### config.mk
export PLATFORM = sky130hd
export DESIGN_NAME = hazard_stall_unit
export DESIGN_NICKNAME = d
export VERILOG_FILES = /design/src/rtl/riscv_pkg.sv /design/src/rtl/opcode_classifier.sv /design/src/rtl/hazard_stall_unit.sv
export SDC_FILE = /design/constraint.sdc
export NUM_CORES = 1
export LEC_CHECK = 0
export CAP_MARGIN = 10
export CORE_MARGIN = 3
export CORE_UTILIZATION = 16
export CTS_BUF_LIST = sky130_fd_sc_hd__clkbuf_4 sky130_fd_sc_hd__clkbuf_8
export CTS_CLUSTER_DIAMETER = 60
export CTS_CLUSTER_SIZE = 24
export DETAILED_ROUTE_END_ITERATION = 6
export GPL_TIMING_DRIVEN = 0
export PLACE_DENSITY = 0.78
export SYNTH_ARGS = -nofsm -noshare
export SYNTH_HDL_FRONTEND = slang
export SYNTH_SLANG_ARGS = --single-unit
### constraint.sdc
create_clock -name clk -period 1.65 [get_ports clk]
set_input_delay 0.165 -clock clk [delete_from_list [all_inputs] [get_ports clk]]
set_output_delay 0.165 -clock clk [all_outputs]
set_load 0.01 [all_outputs]
### src/rtl/riscv_pkg.sv
// rtl/riscv_pkg.sv - shared opcode constants and hazard history entry type
package riscv_pkg;

    localparam logic [6:0] OP_R      = 7'b0110011;
    localparam logic [6:0] OP_IMM    = 7'b0010011;
    localparam logic [6:0] OP_LOAD   = 7'b0000011;
    localparam logic [6:0] OP_STORE  = 7'b0100011;
    localparam logic [6:0] OP_BRANCH = 7'b1100011;
    localparam logic [6:0] OP_JAL    = 7'b1101111;
    localparam logic [6:0] OP_JALR   = 7'b1100111;
    localparam logic [6:0] OP_LUI    = 7'b0110111;
    localparam logic [6:0] OP_AUIPC  = 7'b0010111;

    typedef struct packed {
        logic       valid_load;
        logic [4:0] rd;
    } hist_entry_t;

endpackage

### src/rtl/opcode_classifier.sv
// rtl/opcode_classifier.sv - decode opcode into register-usage and load flags
module opcode_classifier
    import riscv_pkg::*;
(
    input  logic [6:0] opcode,
    output logic       uses_rs1,
    output logic       uses_rs2,
    output logic       writes_rd,
    output logic       is_load
);

    always_comb begin
        uses_rs1  = 1'b0;
        uses_rs2  = 1'b0;
        writes_rd = 1'b0;
        is_load   = 1'b0;
        case (opcode)
            OP_R: begin
                uses_rs1  = 1'b1;
                uses_rs2  = 1'b1;
                writes_rd = 1'b1;
            end
            OP_IMM, OP_JALR: begin
                uses_rs1  = 1'b1;
                writes_rd = 1'b1;
            end
            OP_LOAD: begin
                uses_rs1  = 1'b1;
                writes_rd = 1'b1;
                is_load   = 1'b1;
            end
            OP_STORE, OP_BRANCH: begin
                uses_rs1  = 1'b1;
                uses_rs2  = 1'b1;
            end
            OP_JAL, OP_LUI, OP_AUIPC: begin
                writes_rd = 1'b1;
            end
            default: begin
                uses_rs1  = 1'b0;
            end
        endcase
    end

endmodule

### src/rtl/hazard_stall_unit.sv
// rtl/hazard_stall_unit.sv - load-use hazard detector for the 5-stage in-order core
module hazard_stall_unit
    import riscv_pkg::*;
#(
    parameter int HAZARD_WINDOW = 1,
    parameter int ADDR_WIDTH    = 32
) (
    input  logic                  clk,
    input  logic                  reset,
    input  logic                  start,
    input  logic [4:0]            reg_src_a,
    input  logic [4:0]            reg_src_b,
    input  logic [4:0]            reg_dest,
    input  logic [6:0]            opcode,
    input  logic [ADDR_WIDTH-1:0] mem_src,
    input  logic [ADDR_WIDTH-1:0] mem_dest,
    output logic                  stall
);

    logic uses_rs1;
    logic uses_rs2;
    logic writes_rd;
    logic is_load;

    hist_entry_t                    hist_q [HAZARD_WINDOW];
    hist_entry_t                    hist_d [HAZARD_WINDOW];
    logic        [HAZARD_WINDOW-1:0] hit;

    // EX-stage results are carried on the interface only; they never influence the stall.
    logic unused_mem;
    assign unused_mem = ^{mem_src, mem_dest};

    opcode_classifier u_classifier (
        .opcode    (opcode),
        .uses_rs1  (uses_rs1),
        .uses_rs2  (uses_rs2),
        .writes_rd (writes_rd),
        .is_load   (is_load)
    );

    for (genvar i = 0; i < HAZARD_WINDOW; i++) begin : g_cmp
        assign hit[i] = hist_q[i].valid_load && (hist_q[i].rd != 5'd0) &&
                        ((uses_rs1 && (hist_q[i].rd == reg_src_b)) ||
                         (uses_rs2 && (hist_q[i].rd == reg_src_a)));
    end

    assign stall = !reset && !start && (|hit);

    // A stalled slot enters history as a bubble; the held instruction is pushed on its retry.
    always_comb begin
        hist_d[0].valid_load = !stall && is_load && writes_rd && (reg_dest != 5'd0);
        hist_d[0].rd         = stall ? 5'd0 : reg_dest;
        for (int i = 1; i < HAZARD_WINDOW; i++) begin
            hist_d[i] = hist_q[i-1];
        end
    end

    always_ff @(posedge clk) begin
        if (reset || start) begin
            for (int i = 0; i < HAZARD_WINDOW; i++) begin
                hist_q[i] <= '0;
            end
        end else begin
            for (int i = 0; i < HAZARD_WINDOW; i++) begin
                hist_q[i] <= hist_d[i];
            end
        end
    end

endmodule

-- Yosys cells after proc, flatten, opt, wreduce, memory -nomap -nowiden
Memories as Yosys holds them, arrays and structs flattened.
Index checks and enable logic that the tools add are counted.
- reductions and logical operators: 20
- muxes and demuxes: 10
- equality and inequality tests: 11
- operators with widths (kind ; count):
    $eq A7 B6 Y1 const B ; 3
    $eq A7 B7 Y1 const B ; 3
    $eq A7 B5 Y1 const B ; 2
    $reduce_or A6 Y1 ; 2
    $eq A5 B5 Y1 ; 2
    $reduce_bool A5 Y1 ; 2
    $logic_and A1 B1 Y1 ; 9
    $mux W1 ; 8
    $eq A7 B2 Y1 const B ; 1
    $reduce_or A7 Y1 ; 1
    $mux W6 ; 1
    $mux W5 ; 1
    $logic_not A1 Y1 ; 3
    $reduce_or A3 Y1 ; 1
    $logic_or A1 B1 Y1 ; 2
- output and inout bits: 1
- bits of input ports: 89
- logic and storage cells: 42
- memories kept: 1
- bits in registers: 0
- bits in writable memories: 6
- memory list (name ; words ; width ; rd ports ; clocked after Yosys merged registers in ; write ports ; line ; RTL):
    hist_q ; 1 ; 6 ; 1 ; 0 ; 1 ; hazard_stall_unit.sv:25 ; hist_entry_t hist_q [HAZARD_WINDOW];

-- Longest topological paths before layout
Gate-level depths: netlist of the first run.
- depth after elaboration: 12
- gate-level depth with buffers: 5

-- Hierarchy
Synthesis of the first run repeated with hierarchy kept, for this count alone.
- cell total of the unflattened synthesis: 44
- area total of the unflattened synthesis: 417.9 um^2
- by module, submodules not included (module ; area an instance (um^2) ; cells each ; instances):
    hazard_stall_unit ; 320.3 ; 33 ; 1
    opcode_classifier ; 97.6 ; 11 ; 1

-- Worst setup path after synthesis of the first run
OpenSTA, ideal clock, no wires.
- path kind: register to output
- start point: memory hist_q[0][3] (netlist name)
- end point: output stall
- stages on the path, launching flop included: 6
- setup slack: 180 ps
- data arrival time: 1305 ps
- path through: dfxtp_1 xor2_1 nor4_2 nand4_1 a21oi_2 and2_1
- longest elaborated chain between the ends: 6
- elaborated cells on any way between the ends: 10
- classes of those cells: eq/ne: 2; reduce/logical: 7; memory: 1
- ends and longest elaborated chain (what ; line ; RTL):
    start, declared ; hazard_stall_unit.sv:25 ;
    $mem_v2 Z1 W6 * ; - ;
    $eq A5 B5 Y1 (on tied branches) ; hazard_stall_unit.sv:43, hazard_stall_unit.sv:44 ;
    $logic_and A1 B1 Y1 (on tied branches) ; hazard_stall_unit.sv:43, hazard_stall_unit.sv:44 ;
    $logic_or A1 B1 Y1 ; hazard_stall_unit.sv:43 ; ((uses_rs1 && (hist_q[i].rd == reg_src_b)) ||
    $logic_and A1 B1 Y1 * ; hazard_stall_unit.sv:42 ; assign hit[i] = hist_q[i].valid_load && (hist_q[i].rd != 5'd0) &&
    $logic_and A1 B1 Y1 * ; hazard_stall_unit.sv:47 ; assign stall = !reset && !start && (|hit);
    end, declared ; hazard_stall_unit.sv:17 ; output logic stall
Every way passes the cells marked *; elsewhere a longest branch is shown, timed or not.

-- Worst setup path after layout of the first run
- start point: memory hist_q[0][2] (netlist name)
- end point: output stall
The elaborated chain is that of the path after synthesis.

==> flow_metrics.env, run 1 <==
export IMPL_outcome="complete, but fails checks"
export IMPL_violations="negative setup slack"
export IMPL_areaGrowthSynthToFinish_pct=106.2
export IMPL_setup_ws_ns=-0.2001
export IMPL_reg2reg_from="hist_q[0][2]$_SDFF_PP0_"
export IMPL_powerDensity_nw_per_um2=515.7
export IMPL_detailedRoute_firstPassIterationCount=4
export IMPL_synthesis_yosys_warnings=0
export IMPL_critical_path_cell_chain="xor2_2 -> nor4_2 -> nand4_1 -> a21oi_4 -> and2_1 -> buf_2"
export IMPL_hpwlAfterDp_microns=854.1
export IMPL_cts_hold_buffers=0
export IMPL_grt_setup_unrepaired="true"
export IMPL_ctsRootBufferMaster="sky130_fd_sc_hd__clkbuf_4"
export IMPL_antenna_cells_inserted=0
export IMPL_min_delay_worst_endpoint="hist_q[0][2]$_SDFF_PP0_"
export IMPL_timing_critical_path_slowest_cell_delay_ns=0.35
export IMPL_synth_seq_cells=6
export IMPL_final_net_count=170
export IMPL_maxSlewViolCount=0
export IMPL_max_flop_register="hist_q"
export IMPL_fp_dieH_microns=53.71
export IMPL_ys_types=15
export IMPL_route_final_wire_length_microns=1127
export IMPL_reg_top3="hist_q: 6 flops"
export IMPL_irDropWorstVdd_v=0.0001857
export IMPL_worst_pin_slew_ns=0.4208
export IMPL_boundary_pin_count=90
export IMPL_maxSlewHeadroom=0.7184
export IMPL_syn_instance_count=46
export IMPL_finish_cell_count_without_fillers=106
export IMPL_grt_pass1_wl_microns=1662
export IMPL_vias=438
export IMPL_fmax_mhz=540.5
export IMPL_largest_register_ffs=6
export IMPL_rr_worst_depth=7
export IMPL_postSynthNetCount=135
export IMPL_setup_viol=1
export IMPL_drv_max_cap_violation_count=0
export IMPL_layout_area_seq_sq_um=127.6
export IMPL_drt_initial_drc_count=6
export IMPL_worst_skew_pair_late_latency_ns=0.24
export IMPL_wire_per_inst_microns=10.63
export IMPL_worstSetupEndpointType="output port"
export IMPL_remaining_drc_errors=0
export IMPL_dp_worst_setup_slack_ns=-0.6636
export IMPL_clock_tree_buffer_depth=2
export IMPL_numClockSinks=6
export IMPL_grt_pass1_vias=441
export IMPL_power_leakage_nw=0.3230
export IMPL_cp_max_fo=3
export IMPL_clk_pin_slew_ns=0.04
export IMPL_element_type_at_the_critical_path_start="flip-flop"
export IMPL_cts_buffers=3
export IMPL_worst_hold_path_type="primary input to flip-flop"
export IMPL_yosysSeqAreaShare=0.3299
export IMPL_cpMaxStageDelayCell="sky130_fd_sc_hd__dfxtp_4"
export IMPL_die_area_sq_um=2884
export IMPL_fp_row_count=16
export IMPL_rr_endpoint="hist_q[0][3]$_SDFF_PP0_"
export IMPL_r2r_setup_slack_ns=0.06
export IMPL_syn_cell_area_sq_um=364.1
export IMPL_min_clock_period_post_route_ns=1.850
export IMPL_multi_input_area_sq_um=281.5
export IMPL_cp_required_ns=1.48
export IMPL_initial_core_util=0.1766
export IMPL_route_detailed_vias_per_inst=4.132
export IMPL_dieWidth_microns=53.71
export IMPL_worst_hold_startpoint="reg_dest[2]"
export IMPL_buffer_ports_inserted=25
export IMPL_grt_use_total=0.08243
export IMPL_cp_data_arrival_time_ns=1.69
export IMPL_tritoncts="built"
export IMPL_hold_viol_final=0
export IMPL_worstSetupPathType="flip-flop to output port"
export IMPL_max_h_tree_level=1
export IMPL_drive_gt1_frac=0.2405
export IMPL_placed_cells_incl_taps=98
export IMPL_syn_avg_cell_area_sq_um=7.915
export IMPL_fill_cells=208
export IMPL_gpl_final_weighted_congestion=0.6362
export IMPL_worst_hold_path_num_cells=3
export IMPL_antenna_violations_before_repair=0
export IMPL_finalClockSkew_ns=0.002977
export IMPL_coreArea_sq_um=2062
export IMPL_grt_max_degree=8
export IMPL_gr_total_overflow=0
export IMPL_antenna_left=0
export IMPL_period_share=1.121
-- per-layer routing --
metal  vias to the layer above  wire (microns)  track usage
met5                         -               0            0
met1                       195             470      0.09390
met2                        19             514       0.1190
li1                        224               -            -
met3                         0             142      0.04432
met4                         0               0      0.05106
-- what timing repair did --
item,4_1_cts,5_1_grt
endpoints found under the hold margin,0,0
gates resized for setup,12,8
setup endpoints to repair,1,1
setup buffers,3,2
pin swaps,5,7
-- critical path, delay by kind of cell, from the launching register on --
kind	cells	cell delay [ns]
and+or+nand+nor	3	0.62
AOI/OAI and AO/OA	1	0.20
xor gates and xnor gates	1	0.14
buffers and inverters	1	0.13
DFF	1	0.35
-- how the worst max path moves through the flow --
stage	end	from	slack, ns	cells after the start
5_1_grt	stall	hist_q[0][0]$_SDFF_PP0_	-0.28	6
4_1_cts	stall	hist_q[0][3]$_SDFF_PP0_	-0.12	5
3_3_place_gp	stall	reg_src_b[3]	-0.69	7
2_1_floorplan	stall	hist_q[0][3]$_SDFF_PP0_	0.18	5
6_report	stall	hist_q[0][2]$_SDFF_PP0_	-0.20	6
3_5_place_dp	stall	reg_src_a[3]	-0.66	7
-- per-stage QoR --
step	power, mW	util	setup TNS, ns	hold slack [ns]	area (sq um)
finish	0.3872	0.3641	-0.2001	0.4783	750.7
global route	0.4159	0.3641	-0.2762	0.4784	750.7
CTS	0.3878	0.3398	-0.1189	0.4740	700.7
detailed placement	0.2539	0.3143	-0.7500	0.5766	648.1
global placement	0.2528	0.3143	-0.8210	0.5737	648.1
floorplan	0.1860	-	0	0.2788	364.1
-- report_power, final --
group	switching [mW]	internal (mW)	total, mW	leakage (nW)
logic	0.0348	0.0705	0.105	0.258
registers	0.00539	0.150	0.156	0.0510
clock network	0.0443	0.0817	0.126	0.0138
-- kinds of logic (layout without fill, tap and decap cells) --
| family | count (synthesis) | in the layout | synth area share |
|---|---|---|---|
| and+or+nand+nor | 26 | 26 | 0.3643 |
| DFF | 6 | 6 | 0.3299 |
| AOI/OAI and AO/OA | 4 | 4 | 0.06528 |
| buffers and inverters | 0 | 33 | 0 |
| xor gates and xnor gates | 10 | 10 | 0.2405 |
-- cell usage after synthesis, drive strengths merged --
cell type	n	area share
or4	2	0.041
nor4	3	0.069
nand2	6	0.062
xor2	10	0.24
nor2	8	0.082
nor3	2	0.027
and2	1	0.017
a21oi	2	0.038
nand3	2	0.027
o21ai	2	0.027
nand4	1	0.017
dfxtp	6	0.33
nand3b	1	0.021
-- area by class of cell --
type | count | area share
Clock buffer | 3 | 0.03000
Sequential cell | 6 | 0.1700
Timing Repair Buffer | 30 | 0.3800
Multi-Input combinational cell | 40 | 0.3750
Tap cell | 27 | 0.04500
-- cell usage in the layout (no fill, tap or decap) --
| master | n |
|---|---|
| sky130_fd_sc_hd__buf_4 | 5 |
| sky130_fd_sc_hd__clkbuf_4 | 3 |
| sky130_fd_sc_hd__xor2_2 | 2 |
| sky130_fd_sc_hd__nor4_2 | 1 |
| sky130_fd_sc_hd__or4_1 | 1 |
| sky130_fd_sc_hd__clkdlybuf4s50_1 | 20 |
| sky130_fd_sc_hd__nor3_1 | 2 |
| sky130_fd_sc_hd__dlygate4sd2_1 | 2 |
| sky130_fd_sc_hd__or4_4 | 1 |
| sky130_fd_sc_hd__nor4_1 | 2 |
| sky130_fd_sc_hd__dlymetal6s2s_1 | 2 |
| sky130_fd_sc_hd__o21ai_4 | 1 |
| sky130_fd_sc_hd__o21ai_0 | 1 |
| sky130_fd_sc_hd__nand2_1 | 6 |
| sky130_fd_sc_hd__dfxtp_2 | 3 |
| sky130_fd_sc_hd__nand3_1 | 2 |
| sky130_fd_sc_hd__buf_2 | 1 |
| sky130_fd_sc_hd__dfxtp_1 | 2 |
| sky130_fd_sc_hd__nor2_1 | 8 |
| sky130_fd_sc_hd__nand3b_1 | 1 |
| sky130_fd_sc_hd__a21oi_4 | 1 |
| sky130_fd_sc_hd__dfxtp_4 | 1 |
| sky130_fd_sc_hd__a21oi_1 | 1 |
| sky130_fd_sc_hd__and2_1 | 1 |
| sky130_fd_sc_hd__xor2_1 | 8 |
| sky130_fd_sc_hd__nand4_1 | 1 |
No activity file was read; power rests on OpenSTA's default activity.
==> run 2, diff against run 1 <==
--- a/config.mk
+++ b/config.mk
@@ -9,7 +9,7 @@
 export CORE_MARGIN = 3
 export CORE_UTILIZATION = 16
 export CTS_BUF_LIST = sky130_fd_sc_hd__clkbuf_4 sky130_fd_sc_hd__clkbuf_8
-export CTS_CLUSTER_DIAMETER = 60
+export CTS_CLUSTER_DIAMETER = 200
 export CTS_CLUSTER_SIZE = 24
 export DETAILED_ROUTE_END_ITERATION = 6
 export GPL_TIMING_DRIVEN = 0
==> results of run 2 <==
No change in the layout: final DEF, timing and power equal those of run 1.
==> run 3, diff against run 2 <==
--- a/config.mk
+++ b/config.mk
@@ -14,6 +14,7 @@
 export DETAILED_ROUTE_END_ITERATION = 6
 export GPL_TIMING_DRIVEN = 0
 export PLACE_DENSITY = 0.78
+export SLEW_MARGIN = 5
 export SYNTH_ARGS = -nofsm -noshare
 export SYNTH_HDL_FRONTEND = slang
 export SYNTH_SLANG_ARGS = --single-unit
==> results of run 3 <==
No change in the layout: final DEF, timing and power equal those of run 1.
